===== config.mk =====
export PLATFORM = sky130hd
export DESIGN_NAME = alu_sched_flat
export DESIGN_NICKNAME = d
export VERILOG_FILES = /design/src/rtl/alu_sched_if.sv /design/src/rtl/alu_sched.sv /design/src/flat_wrapper.sv
export SDC_FILE = /design/constraint.sdc
export NUM_CORES = 1
export LEC_CHECK = 0
export ABC_AREA = 1
export ABC_CLOCK_PERIOD_IN_PS = 3350
export CORE_MARGIN = 2
export CORE_UTILIZATION = 25
export CTS_CLUSTER_SIZE = 20
export DETAILED_ROUTE_END_ITERATION = 10
export GPL_ROUTABILITY_DRIVEN = 0
export GPL_TIMING_DRIVEN = 1
export SLEW_MARGIN = 10
export SYNTH_ARGS = -nofsm -noshare
export SYNTH_HDL_FRONTEND = slang
export SYNTH_SLANG_ARGS = --single-unit

===== constraint.sdc =====
create_clock -name clk -period 3.35 [get_ports clk]
set_clock_uncertainty 0.15 [all_clocks]
set_input_delay 0.5025 -clock clk [delete_from_list [all_inputs] [get_ports clk]]
set_output_delay 0.5025 -clock clk [all_outputs]
set_load 0.03 [all_outputs]

===== src/rtl/alu_sched_if.sv =====
// Bundle of requester, response and shared-ALU signals for alu_sched.
// slave  : the scheduler side (drives readys, responses and ALU inputs).
// master : the environment side (drives requests and the ALU result).
interface alu_sched_if;
    logic        req0_valid;
    logic        req0_ready;
    logic [3:0]  req0_op;
    logic [31:0] req0_a;
    logic [31:0] req0_b;
    logic        req1_valid;
    logic        req1_ready;
    logic [3:0]  req1_op;
    logic [31:0] req1_a;
    logic [31:0] req1_b;
    logic        rsp0_valid;
    logic        rsp1_valid;
    logic [31:0] rsp_result;
    logic        rsp_zero;
    logic        rsp_err;
    logic [3:0]  alu_control;
    logic [31:0] alu_oper1;
    logic [31:0] alu_oper2;
    logic [31:0] alu_result;

    modport slave (
        input  req0_valid, req0_op, req0_a, req0_b,
        input  req1_valid, req1_op, req1_a, req1_b,
        input  alu_result,
        output req0_ready, req1_ready,
        output rsp0_valid, rsp1_valid, rsp_result, rsp_zero, rsp_err,
        output alu_control, alu_oper1, alu_oper2
    );

    modport master (
        output req0_valid, req0_op, req0_a, req0_b,
        output req1_valid, req1_op, req1_a, req1_b,
        output alu_result,
        input  req0_ready, req1_ready,
        input  rsp0_valid, rsp1_valid, rsp_result, rsp_zero, rsp_err,
        input  alu_control, alu_oper1, alu_oper2
    );
endinterface


===== src/rtl/alu_sched.sv =====
// Two-requester scheduler in front of a shared multi-cycle ALU.
// One operation in flight; round-robin arbitration when both requesters are valid.
// Ports:
//   clk, rst : clock and synchronous active-high reset
//   bus      : alu_sched_if.slave (request handshakes, responses, ALU drive/result)
// Parameter ALU_LAT (1..15): cycles the ALU inputs are held before alu_result is sampled.
module alu_sched #(
    parameter int unsigned ALU_LAT = 2
) (
    input logic        clk,
    input logic        rst,
    alu_sched_if.slave bus
);
    localparam logic [3:0] CntInit = 4'(ALU_LAT - 1);

    typedef enum logic [1:0] {StIdle, StBusy, StResp} state_e;

    state_e      state_q;
    logic [3:0]  cnt_q;
    logic        rp_q;
    logic        id_q;
    logic [31:0] rsp_result_q;
    logic        rsp_zero_q;
    logic        rsp_err_q;
    logic        rsp0_valid_q;
    logic        rsp1_valid_q;
    // The ALU drive registers double as the latched operation.
    logic [3:0]  alu_control_q;
    logic [31:0] alu_oper1_q;
    logic [31:0] alu_oper2_q;

    logic        grant0;
    logic        grant1;
    logic        accept;
    logic        acc_legal;
    logic [3:0]  acc_op;
    logic [31:0] acc_a;
    logic [31:0] acc_b;

    always_comb begin
        grant0 = 1'b0;
        grant1 = 1'b0;
        if (!rst && state_q == StIdle) begin
            grant0 = bus.req0_valid && (!bus.req1_valid || !rp_q);
            grant1 = bus.req1_valid && (!bus.req0_valid || rp_q);
        end
        accept    = grant0 | grant1;
        acc_op    = grant1 ? bus.req1_op : bus.req0_op;
        acc_a     = grant1 ? bus.req1_a : bus.req0_a;
        acc_b     = grant1 ? bus.req1_b : bus.req0_b;
        acc_legal = (acc_op <= 4'd4);
    end

    always_ff @(posedge clk) begin
        if (rst) begin
            state_q       <= StIdle;
            cnt_q         <= 4'd0;
            rp_q          <= 1'b0;
            id_q          <= 1'b0;
            rsp_result_q  <= 32'd0;
            rsp_zero_q    <= 1'b0;
            rsp_err_q     <= 1'b0;
            rsp0_valid_q  <= 1'b0;
            rsp1_valid_q  <= 1'b0;
            alu_control_q <= 4'hF;
            alu_oper1_q   <= 32'd0;
            alu_oper2_q   <= 32'd0;
        end else begin
            case (state_q)
                StIdle: begin
                    if (accept) begin
                        id_q <= grant1;
                        rp_q <= grant0;  // point at the requester that lost this round
                        if (acc_legal) begin
                            state_q       <= StBusy;
                            cnt_q         <= CntInit;
                            alu_control_q <= acc_op;
                            alu_oper1_q   <= acc_a;
                            alu_oper2_q   <= acc_b;
                        end else begin
                            // Illegal opcode: answer immediately without touching the ALU.
                            state_q      <= StResp;
                            rsp_result_q <= 32'd0;
                            rsp_zero_q   <= 1'b1;
                            rsp_err_q    <= 1'b1;
                            rsp0_valid_q <= grant0;
                            rsp1_valid_q <= grant1;
                        end
                    end
                end
                StBusy: begin
                    if (cnt_q == 4'd0) begin
                        state_q       <= StResp;
                        rsp_result_q  <= bus.alu_result;
                        rsp_zero_q    <= (bus.alu_result == 32'd0);
                        rsp_err_q     <= 1'b0;
                        rsp0_valid_q  <= !id_q;
                        rsp1_valid_q  <= id_q;
                        alu_control_q <= 4'hF;
                        alu_oper1_q   <= 32'd0;
                        alu_oper2_q   <= 32'd0;
                    end else begin
                        cnt_q <= cnt_q - 4'd1;
                    end
                end
                StResp: begin
                    state_q      <= StIdle;
                    rsp0_valid_q <= 1'b0;
                    rsp1_valid_q <= 1'b0;
                end
                default: state_q <= StIdle;
            endcase
        end
    end

    assign bus.req0_ready  = grant0;
    assign bus.req1_ready  = grant1;
    assign bus.rsp0_valid  = rsp0_valid_q;
    assign bus.rsp1_valid  = rsp1_valid_q;
    assign bus.rsp_result  = rsp_result_q;
    assign bus.rsp_zero    = rsp_zero_q;
    assign bus.rsp_err     = rsp_err_q;
    assign bus.alu_control = alu_control_q;
    assign bus.alu_oper1   = alu_oper1_q;
    assign bus.alu_oper2   = alu_oper2_q;
endmodule


===== src/flat_wrapper.sv =====
// flat-port wrapper written by rule: the top's interface ports become plain ports
module alu_sched_flat 
#(
    parameter int unsigned ALU_LAT = 2
)
  (clk, rst, bus_req0_valid, bus_req0_op, bus_req0_a, bus_req0_b, bus_req1_valid, bus_req1_op, bus_req1_a, bus_req1_b, bus_alu_result, bus_req0_ready, bus_req1_ready, bus_rsp0_valid, bus_rsp1_valid, bus_rsp_result, bus_rsp_zero, bus_rsp_err, bus_alu_control, bus_alu_oper1, bus_alu_oper2);
  alu_sched_if bus_i ();
  input logic clk;
  input logic rst;
  input wire logic [$bits(bus_i.req0_valid)-1:0] bus_req0_valid;
  input wire logic [$bits(bus_i.req0_op)-1:0] bus_req0_op;
  input wire logic [$bits(bus_i.req0_a)-1:0] bus_req0_a;
  input wire logic [$bits(bus_i.req0_b)-1:0] bus_req0_b;
  input wire logic [$bits(bus_i.req1_valid)-1:0] bus_req1_valid;
  input wire logic [$bits(bus_i.req1_op)-1:0] bus_req1_op;
  input wire logic [$bits(bus_i.req1_a)-1:0] bus_req1_a;
  input wire logic [$bits(bus_i.req1_b)-1:0] bus_req1_b;
  input wire logic [$bits(bus_i.alu_result)-1:0] bus_alu_result;
  output wire logic [$bits(bus_i.req0_ready)-1:0] bus_req0_ready;
  output wire logic [$bits(bus_i.req1_ready)-1:0] bus_req1_ready;
  output wire logic [$bits(bus_i.rsp0_valid)-1:0] bus_rsp0_valid;
  output wire logic [$bits(bus_i.rsp1_valid)-1:0] bus_rsp1_valid;
  output wire logic [$bits(bus_i.rsp_result)-1:0] bus_rsp_result;
  output wire logic [$bits(bus_i.rsp_zero)-1:0] bus_rsp_zero;
  output wire logic [$bits(bus_i.rsp_err)-1:0] bus_rsp_err;
  output wire logic [$bits(bus_i.alu_control)-1:0] bus_alu_control;
  output wire logic [$bits(bus_i.alu_oper1)-1:0] bus_alu_oper1;
  output wire logic [$bits(bus_i.alu_oper2)-1:0] bus_alu_oper2;
  assign bus_i.req0_valid = bus_req0_valid;
  assign bus_i.req0_op = bus_req0_op;
  assign bus_i.req0_a = bus_req0_a;
  assign bus_i.req0_b = bus_req0_b;
  assign bus_i.req1_valid = bus_req1_valid;
  assign bus_i.req1_op = bus_req1_op;
  assign bus_i.req1_a = bus_req1_a;
  assign bus_i.req1_b = bus_req1_b;
  assign bus_i.alu_result = bus_alu_result;
  assign bus_req0_ready = bus_i.req0_ready;
  assign bus_req1_ready = bus_i.req1_ready;
  assign bus_rsp0_valid = bus_i.rsp0_valid;
  assign bus_rsp1_valid = bus_i.rsp1_valid;
  assign bus_rsp_result = bus_i.rsp_result;
  assign bus_rsp_zero = bus_i.rsp_zero;
  assign bus_rsp_err = bus_i.rsp_err;
  assign bus_alu_control = bus_i.alu_control;
  assign bus_alu_oper1 = bus_i.alu_oper1;
  assign bus_alu_oper2 = bus_i.alu_oper2;
  alu_sched #(.ALU_LAT(ALU_LAT)) u_core (.clk(clk), .rst(rst), .bus(bus_i));
endmodule

# Yosys cells after proc, flatten, opt, wreduce, memory -nomap -nowiden
# Cells that the tools add are included.
dict set report word_totals {
  wordCells 85
  ff_bits 112
  inputBits 172
  output_inout_bits 106
}
dict set report op_classes {
  reduce_logical 21
  n_bitwise 1
  n_eq_ne 7
  add_sub_neg 1
  mux 42
  n_lt_le_gt_ge 1
}
# operator n
set ops {}
lappend ops {{32-bit two-way mux} 10}
lappend ops {{32-bit case mux with 2 select lines} 3}
lappend ops {{32-bit zero test} 1}
lappend ops {{4-bit two-way mux} 7}
lappend ops {{4-bit case mux with 2 select lines} 2}
lappend ops {{4-bit AND reduction} 4}
lappend ops {{1-bit two-way mux} 12}
lappend ops {{2-bit two-way mux} 3}
lappend ops {{2-bit by 1-bit != test with 1-bit output, second input constant} 3}
lappend ops {{1-bit case mux with 3 select lines} 2}
lappend ops {{1-bit zero test} 5}
lappend ops {{4-bit by 3-bit less-or-equal comparator with 1-bit output, second input constant} 1}
lappend ops {{4-bit zero test} 1}
lappend ops {{2-bit != test, second input constant} 2}
lappend ops {{1-bit case mux with 2 select lines} 2}
lappend ops {{2-bit case mux with 2 select lines} 1}
lappend ops {{2-bit AND reduction} 2}
lappend ops {{4-bit by 1-bit subtractor with 4-bit output, second input constant} 1}
lappend ops {{1-bit logical AND} 3}
lappend ops {{3-bit nonzero test} 1}
lappend ops {{2-bit by 1-bit equality test with 1-bit output, second input constant} 1}
lappend ops {{2-bit equality test, second input constant} 1}
lappend ops {{2-bit zero test} 1}
lappend ops {{1-bit logical OR} 2}
lappend ops {{2 further kinds} 2}

# Logic depth before layout (Yosys ltp)
# Gate-level depths: netlist of the first run.
dict set report depth {
  word_depth 9
  mapped_depth 17
}

# Least setup slack after synthesis of the first run
# No wires, ideal clock.
dict set report synth_timing {
  path_kind {input to output}
  startpoint {input port rst}
  endpoint {output port bus_req1_ready}
  path_slack_ns 0.973
  n_path_buf 3
  required_time_ns 2.697
  arrival_ns 1.724
  path_stages 6
  path_cell_list {buf_2 -> nor2_4 -> nand3_4 -> inv_2 -> clkbuf_1 -> clkbuf_1}
}
dict set report synth_via {
  elab_chain_len 3
}
# item line
set synth_lines {}
lappend synth_lines {{start, declared} flat_wrapper.sv:9} ;# input logic rst;
lappend synth_lines {{1-bit zero test} alu_sched.sv:43} ;# if (!rst && state_q == StIdle) begin
lappend synth_lines {{1-bit logical AND} alu_sched.sv:43}
lappend synth_lines {{1-bit two-way mux} alu_sched.sv:43}
lappend synth_lines {{end, declared} flat_wrapper.sv:20} ;# output wire logic [$bits(bus_i.req1_ready)-1:0] bus_req1_ready;
# No other way between the ends.

# Final worst setup path of the first run
dict set report layout_timing {
  startpoint {register u_core.state_q[0]}
  endpoint {output port bus_req1_ready}
}
dict set report layout_via {
  elab_chain_len 3
}
# item line
set layout_lines {}
lappend layout_lines {{start, declared} alu_sched.sv:18} ;# state_e state_q;
lappend layout_lines {{start signal, assigned} alu_sched.sv:56} ;# state_q <= StIdle;
lappend layout_lines {{start signal, assigned} alu_sched.sv:75} ;# state_q <= StBusy;
lappend layout_lines {{start signal, assigned} alu_sched.sv:82} ;# state_q <= StResp;
lappend layout_lines {{2-bit zero test} alu_sched.sv:43}
lappend layout_lines {{1-bit logical AND} alu_sched.sv:43}
lappend layout_lines {{1-bit two-way mux} alu_sched.sv:43}
# No other way between the ends.

==> metrics.cfg, run 1 <==
[setup_path]
cp.required_ns = 2.70
start_kind = register
path_cells = inv_1, ha_1, inv_1, nor2_4, nand3_4, inv_2, buf_4, buf_4
cp_slowest_cell = buf_4
reg2reg_depth = 13
critPathMaxStageDelay_ns = 0.52
crit_family = buffers and inverters
crit_fanout = 65
cp_num_buf_inv = 5
crit_type = reg2out
crit_arrival_ns = 2.42
startpoint = u_core.state_q[0]$_SDFFE_PP0P_
cp-end-kind = output port
worstReg2RegStart = u_core.state_q[0]$_SDFFE_PP0P_
worstReg2RegEnd = u_core.cnt_q[2]$_SDFFE_PP0P_
r2r_slack_ns = 0.63

[final_layout]
fillers = 2575
layout.nets = 1420
layout-drive-gt1-share = 0.0328
syn_to_final_growth_pct = 55.3
layout_common_cells = clkdlybuf4s50_1, nor2_1, nand2_1
layout_commonest_cell = clkdlybuf4s50_1
diodes = 0
fin_util = 0.393

[synth]
syn_area_mm2 = 0.00613
yosysTopAreaCellShare = 0.366
synth_cell_types = 31
postSynthAreaPerCell_um2 = 6.09
synth_area_leaders = dfxtp_1, nor2_1, nand2_1, inv_1, o21ai_0
ys_seq_area_frac = 0.366
synth-seq-cells = 112
synth_nets = 1182
synth_top_area_cell = dfxtp_1
postSynthCellCount = 1006
yosysWarnings = 0

[drt]
vias = 6590
antenna_left = 0
drt-total-wl_mm = 19.8
met1_length_mm = 9.01
vias_per_cell = 4.19
drc = 0
topRoutingLayerUsed = met4
met2_length_mm = 8.85
first_pass_iters = 4
wl_met3_mm = 1.46
drt_iter0_markers = 414
wire_per_inst_um = 12.6

[placement]
io_buffers = 277
dp_slack_ns = 0.424
place.detailed.hpwl_mm = 14.1

[timing]
fmaxAchievable_mhz = 325
finalCriticalPeriod_ns = 3.07
timing.final.crit_share = 0.917
setup_slack_ns = 0.277
worstMarginPinSlew_ns = 0.740
timing.hold.ws_ns = 0.315
slew_headroom = 0.507
hold_viol_final = 0
slew_viol_final = 0
setup_violations = 0
tns_ns = 0
rsz0062_at_grt = false

[power_and_ir_drop]
p_leak_nw = 4.17
p_switching_mw = 4.04
power_frac_seq = 0.253
power_mw = 8.64
clkPwrFrac = 0.134
combPwrFrac = 0.613
powerDensity_mw_per_mm2 = 908
internal_power_mw = 4.59
ir_drop_mv = 0.439
p_sw_frac = 0.468

[die]
io_pins = 278
die_h_um = 161
rows = 57
die-area_mm2 = 0.0258
die_x_um = 161
fp.coreArea_mm2 = 0.0242
initial_core_util = 0.253

[cts]
clk_pin_slew_ns = 0.08
cts_tree = done
tritoncts_num_sinks = 112
insertion_delay_ns = 0.36
ctsResizeCount = 0
ctsHoldBuffers = 0
clock_path_buffers = 2
cts_setup_buffers = 0
cts_buffers = 9
cts_root_buffer = clkbuf_16
cts-htree-levels = 3

[grt]
grt_pass1_vias = 6324
grt_antenna_before_repair = 0
grt_max_degree = 67
grt.total_usage = 0.152
gr-total-overflow = 0
grt_pass1_wl_mm = 31.9

[min_path]
hold_path_depth = 2
hp-class = reg2reg
hp-start = u_core.bus.alu_control[3]$_SDFFE_PP1P_
min_to = u_core.bus.alu_control[3]$_SDFFE_PP1P_

[run]
drv_cap = 0

[status]
outcome = complete, no violations

## worst register-to-register path: cells and delay by family (launching register included)
| kind | cells | cell delay, ns |
|---|---|---|
| compound gates | 2 | 0.15 |
| fa+ha+maj | 1 | 0.28 |
| buf+inv | 3 | 0.52 |
| flops | 1 | 0.36 |
| simple gates | 7 | 1.15 |
## cell usage after synthesis (all sizes together)
cell type,n
nor2,228
nand2,223
inv,153
dfxtp,112
o21ai,75
nor2b,42
nand4,39
clkbuf,38
a21oi,32
buf,27
nand3,12
nor4,8
ha,4
o31ai,3
a31oi,2
o22ai,2
clkinv,1
nand3b,1
o2111ai,1
o211ai,1
or2,1
xor2,1
## power groups by stage
stage	Clock (mW)	Sequential [mW]	Combinational [mW]
after floorplan	0	3.26	2.42
after detailed placement	0	2.22	5.32
after global placement	0	2.20	5.30
after CTS	1.20	2.20	5.35
final	1.16	2.19	5.29
after global routing	1.25	2.26	5.91
## how the worst max path moves through the flow
stage / endpoint / slack [ns] / depth (start not counted)
2_1_floorplan: bus_req1_ready / 0.97 / 6
3_3_place_gp: bus_req1_ready / 0.46 / 6
3_5_place_dp: bus_req1_ready / 0.42 / 6
4_1_cts: bus_req1_ready / 0.21 / 8
5_1_grt: bus_req1_ready / 0.05 / 8
6_report: bus_req1_ready / 0.28 / 8
## kinds of logic (layout without fill, tap and decap cells)
group | count (synthesis) | in the layout | share of synthesized area
AOI/OAI and AO/OA | 116 | 116 | 0.0984
xor gates and xnor gates | 1 | 1 | 0.00143
adders and majority gates | 4 | 4 | 0.00817
buffers and inverters | 219 | 462 | 0.143
DFF | 112 | 112 | 0.366
and+or+nand+nor | 554 | 554 | 0.383
## state kept, by name, indices dropped and copies added, names as in the netlist
name and count:
u_core.state_q 2, u_core.bus.rsp1_valid 1, u_core.bus.rsp_result 32, u_core.bus.rsp_err 1, u_core.bus.alu_oper2 32, u_core.cnt_q 4, u_core.bus.alu_oper1 32, u_core.bus.rsp_zero 1
u_core.id_q 1, u_core.rp_q 1, u_core.bus.rsp0_valid 1, u_core.bus.alu_control 4
## layer usage
metal  GRT usage  vias to the layer above
met5           0                        -
met4      0.0553                        0
met3      0.0447                       26
met2       0.254                      180
met1       0.186                     2854
li1            -                     3530
## layout make-up
class | instances | area (µm²) | area share
well taps | 324 | 405 | 0.0426
multi-input cells | 675 | 3040 | 0.319
clock buffers | 10 | 239 | 0.0251
inverters | 154 | 579 | 0.0609
clock inverters | 6 | 75.1 | 0.00789
repair buffers | 292 | 2930 | 0.308
flip-flops and latches | 112 | 2240 | 0.236
## stage by stage
| stage | instances | instance area [µm²] |
|---|---|---|
| 2_1_floorplan | 1006 | 6130 |
| 3_3_place_gp | 1557 | 9200 |
| 3_5_place_dp | 1557 | 9200 |
| 4_1_cts | 1573 | 9510 |
| 5_1_grt | 1573 | 9510 |
| 6_report | 1573 | 9510 |
No activity file was read; power rests on OpenSTA's default activity.
==> run 2: changes to the inputs <==
Settings changed: CTS_CLUSTER_SIZE 20 to 40, GPL_ROUTABILITY_DRIVEN 0 to unset.
==> results of run 2 <==
Same layout as run 1: the final DEF is identical, and so are final timing and power.
==> run 3: changes to the inputs <==
Settings changed: CORE_MARGIN 2 to unset.
==> run 3 against run 2 <==
Against the previous run:
- clock-buffer cell count up 1
- sequential power about the same
- total power up 0.94%
- global-route usage up 0.15 points
- register-to-register slack about the same
- critical path depth down 1
==> metrics.cfg, run 3 (same netlist as run 1, synthesis figures left out) <==
[run]
drv_cap = 0  ; unchanged

[cts]
cts_tree = done
cts_buffers = 9  ; unchanged
ctsHoldBuffers = 0  ; unchanged
clock_path_buffers = 2  ; unchanged
tritoncts_num_sinks = 112  ; unchanged
clk_pin_slew_ns = 0.08  ; about the same
insertion_delay_ns = 0.35  ; about the same
ctsResizeCount = 0  ; unchanged
cts-htree-levels = 3  ; unchanged
cts_root_buffer = clkbuf_16
cts_setup_buffers = 0  ; unchanged

[power_and_ir_drop]
power_mw = 8.72  ; +0.94%
powerDensity_mw_per_mm2 = 913  ; +0.57%
internal_power_mw = 4.69  ; +2.2%
power_frac_seq = 0.251  ; -0.002
combPwrFrac = 0.613  ; about the same
clkPwrFrac = 0.136  ; +0.002
p_switching_mw = 4.02  ; -0.51%
p_sw_frac = 0.461  ; -0.00670
p_leak_nw = 4.19  ; +0.60%
ir_drop_mv = 0.380  ; -14%

[die]
initial_core_util = 0.258  ; +0.00452
die_x_um = 159  ; -1.2%
die-area_mm2 = 0.0251  ; -2.5%
rows = 56  ; -1.8%
die_h_um = 159  ; -1.2%
io_pins = 278  ; unchanged
fp.coreArea_mm2 = 0.0238  ; -1.8%

[status]
outcome = complete, no violations

[timing]
timing.final.crit_share = 0.890  ; -0.0276
timing.hold.ws_ns = 0.311  ; -0.00432 ns
rsz0062_at_grt = false
slew_headroom = 0.614  ; +0.108
setup_violations = 0  ; unchanged
finalCriticalPeriod_ns = 2.98  ; -0.0926 ns
fmaxAchievable_mhz = 336  ; +3.1%
tns_ns = 0  ; unchanged
slew_viol_final = 0  ; unchanged
hold_viol_final = 0  ; unchanged
worstMarginPinSlew_ns = 0.579  ; -0.161 ns

[final_layout]
fin_util = 0.402  ; +0.00850
layout_common_cells = clkdlybuf4s50_1, nor2_1, nand2_1
layout_commonest_cell = clkdlybuf4s50_1
fillers = 2481  ; -3.7%
layout-drive-gt1-share = 0.0336  ; +0.000747
layout.nets = 1423  ; +0.21%
diodes = 0  ; unchanged
syn_to_final_growth_pct = 55.8

[grt]
grt_antenna_before_repair = 0  ; unchanged
gr-total-overflow = 0  ; unchanged
grt.total_usage = 0.154  ; +0.00147
grt_max_degree = 67  ; unchanged
grt_pass1_vias = 5870  ; -7.2%
grt_pass1_wl_mm = 30.1  ; -5.5%

[setup_path]
crit_arrival_ns = 2.33  ; -0.09 ns
cp-end-kind = output port
crit_type = reg2out
cp.required_ns = 2.70  ; about the same
crit_fanout = 6  ; -91%
start_kind = register

[drt]
drt-total-wl_mm = 19.9  ; +0.47%
antenna_left = 0  ; unchanged
drc = 0  ; unchanged
vias_per_cell = 4.21  ; +0.53%
wire_per_inst_um = 12.6  ; +0.66%
drt_iter0_markers = 354  ; -14%
vias = 6612  ; +0.33%
first_pass_iters = 4  ; unchanged

[placement]
place.detailed.hpwl_mm = 14.1  ; +0.54%
io_buffers = 277  ; unchanged
gp_congestion = 0.780

[min_path]
hp-class = reg2reg

## run 3: worst paths after layout
| check | to | slack (ns) | startpoint | cells after the start |
|---|---|---|---|---|
| max reg2reg | u_core.bus.rsp_result[14]$_SDFFE_PP0P_ | 0.62 | u_core.state_q[1]$_SDFFE_PP0P_ | 15 |
| max | bus_req0_ready | 0.37 | u_core.state_q[1]$_SDFFE_PP0P_ | 7 |
| min | u_core.bus.rsp_result[31]$_SDFFE_PP0P_ | 0.31 | u_core.bus.rsp_result[31]$_SDFFE_PP0P_ | 2 |
| min reg2reg | u_core.bus.rsp_result[31]$_SDFFE_PP0P_ | 0.31 | u_core.bus.rsp_result[31]$_SDFFE_PP0P_ | 2 |
## run 3: area by class of cell
class	instances	area (µm²)	share of cell area
Multi-Input combinational cell	675	3040	0.318
Timing Repair Buffer	295	2970	0.311
Sequential cell	112	2240	0.235
Inverter	154	579	0.0607
Tap cell	319	399	0.0418
Clock buffer	11	243	0.0254
Clock inverter	4	77.6	0.00813
## run 3: metrics by stage
| step | cells | worst slack (ns) | cell area, µm² |
|---|---|---|---|
| floorplan | 1006 | 0.973 | 6130 |
| global route | 1570 | 0.163 | 9550 |
| global placement | 1555 | 0.458 | 9230 |
| detailed placement | 1555 | 0.426 | 9230 |
| CTS | 1570 | 0.330 | 9550 |
| finish | 1570 | 0.370 | 9550 |
## run 3: worst max-delay path: stages, from the launching register on
cell             delay, ns
dfxtp_1               0.31
inv_1                 0.10
ha_1                  0.30
inv_1                 0.11
nor2_4                0.15
o211ai_1              0.19
inv_1                 0.13
clkdlybuf4s50_1       0.67
## run 3: metal layers
layer  wire length (µm)  GRT usage  part of all wire
met1               8900      0.189              0.45
met2               9150      0.256              0.46
met3               1590     0.0482             0.080
met4                219     0.0426             0.011
met5                  0          0                 0
## run 3: power by group through the flow
stage	logic [mW]	clock network (mW)	registers [mW]
after floorplan	2.42	0	3.26
after global routing	5.92	1.30	2.26
after CTS	5.41	1.25	2.19
final	5.34	1.19	2.19
after global placement	5.35	0	2.20
after detailed placement	5.38	0	2.22
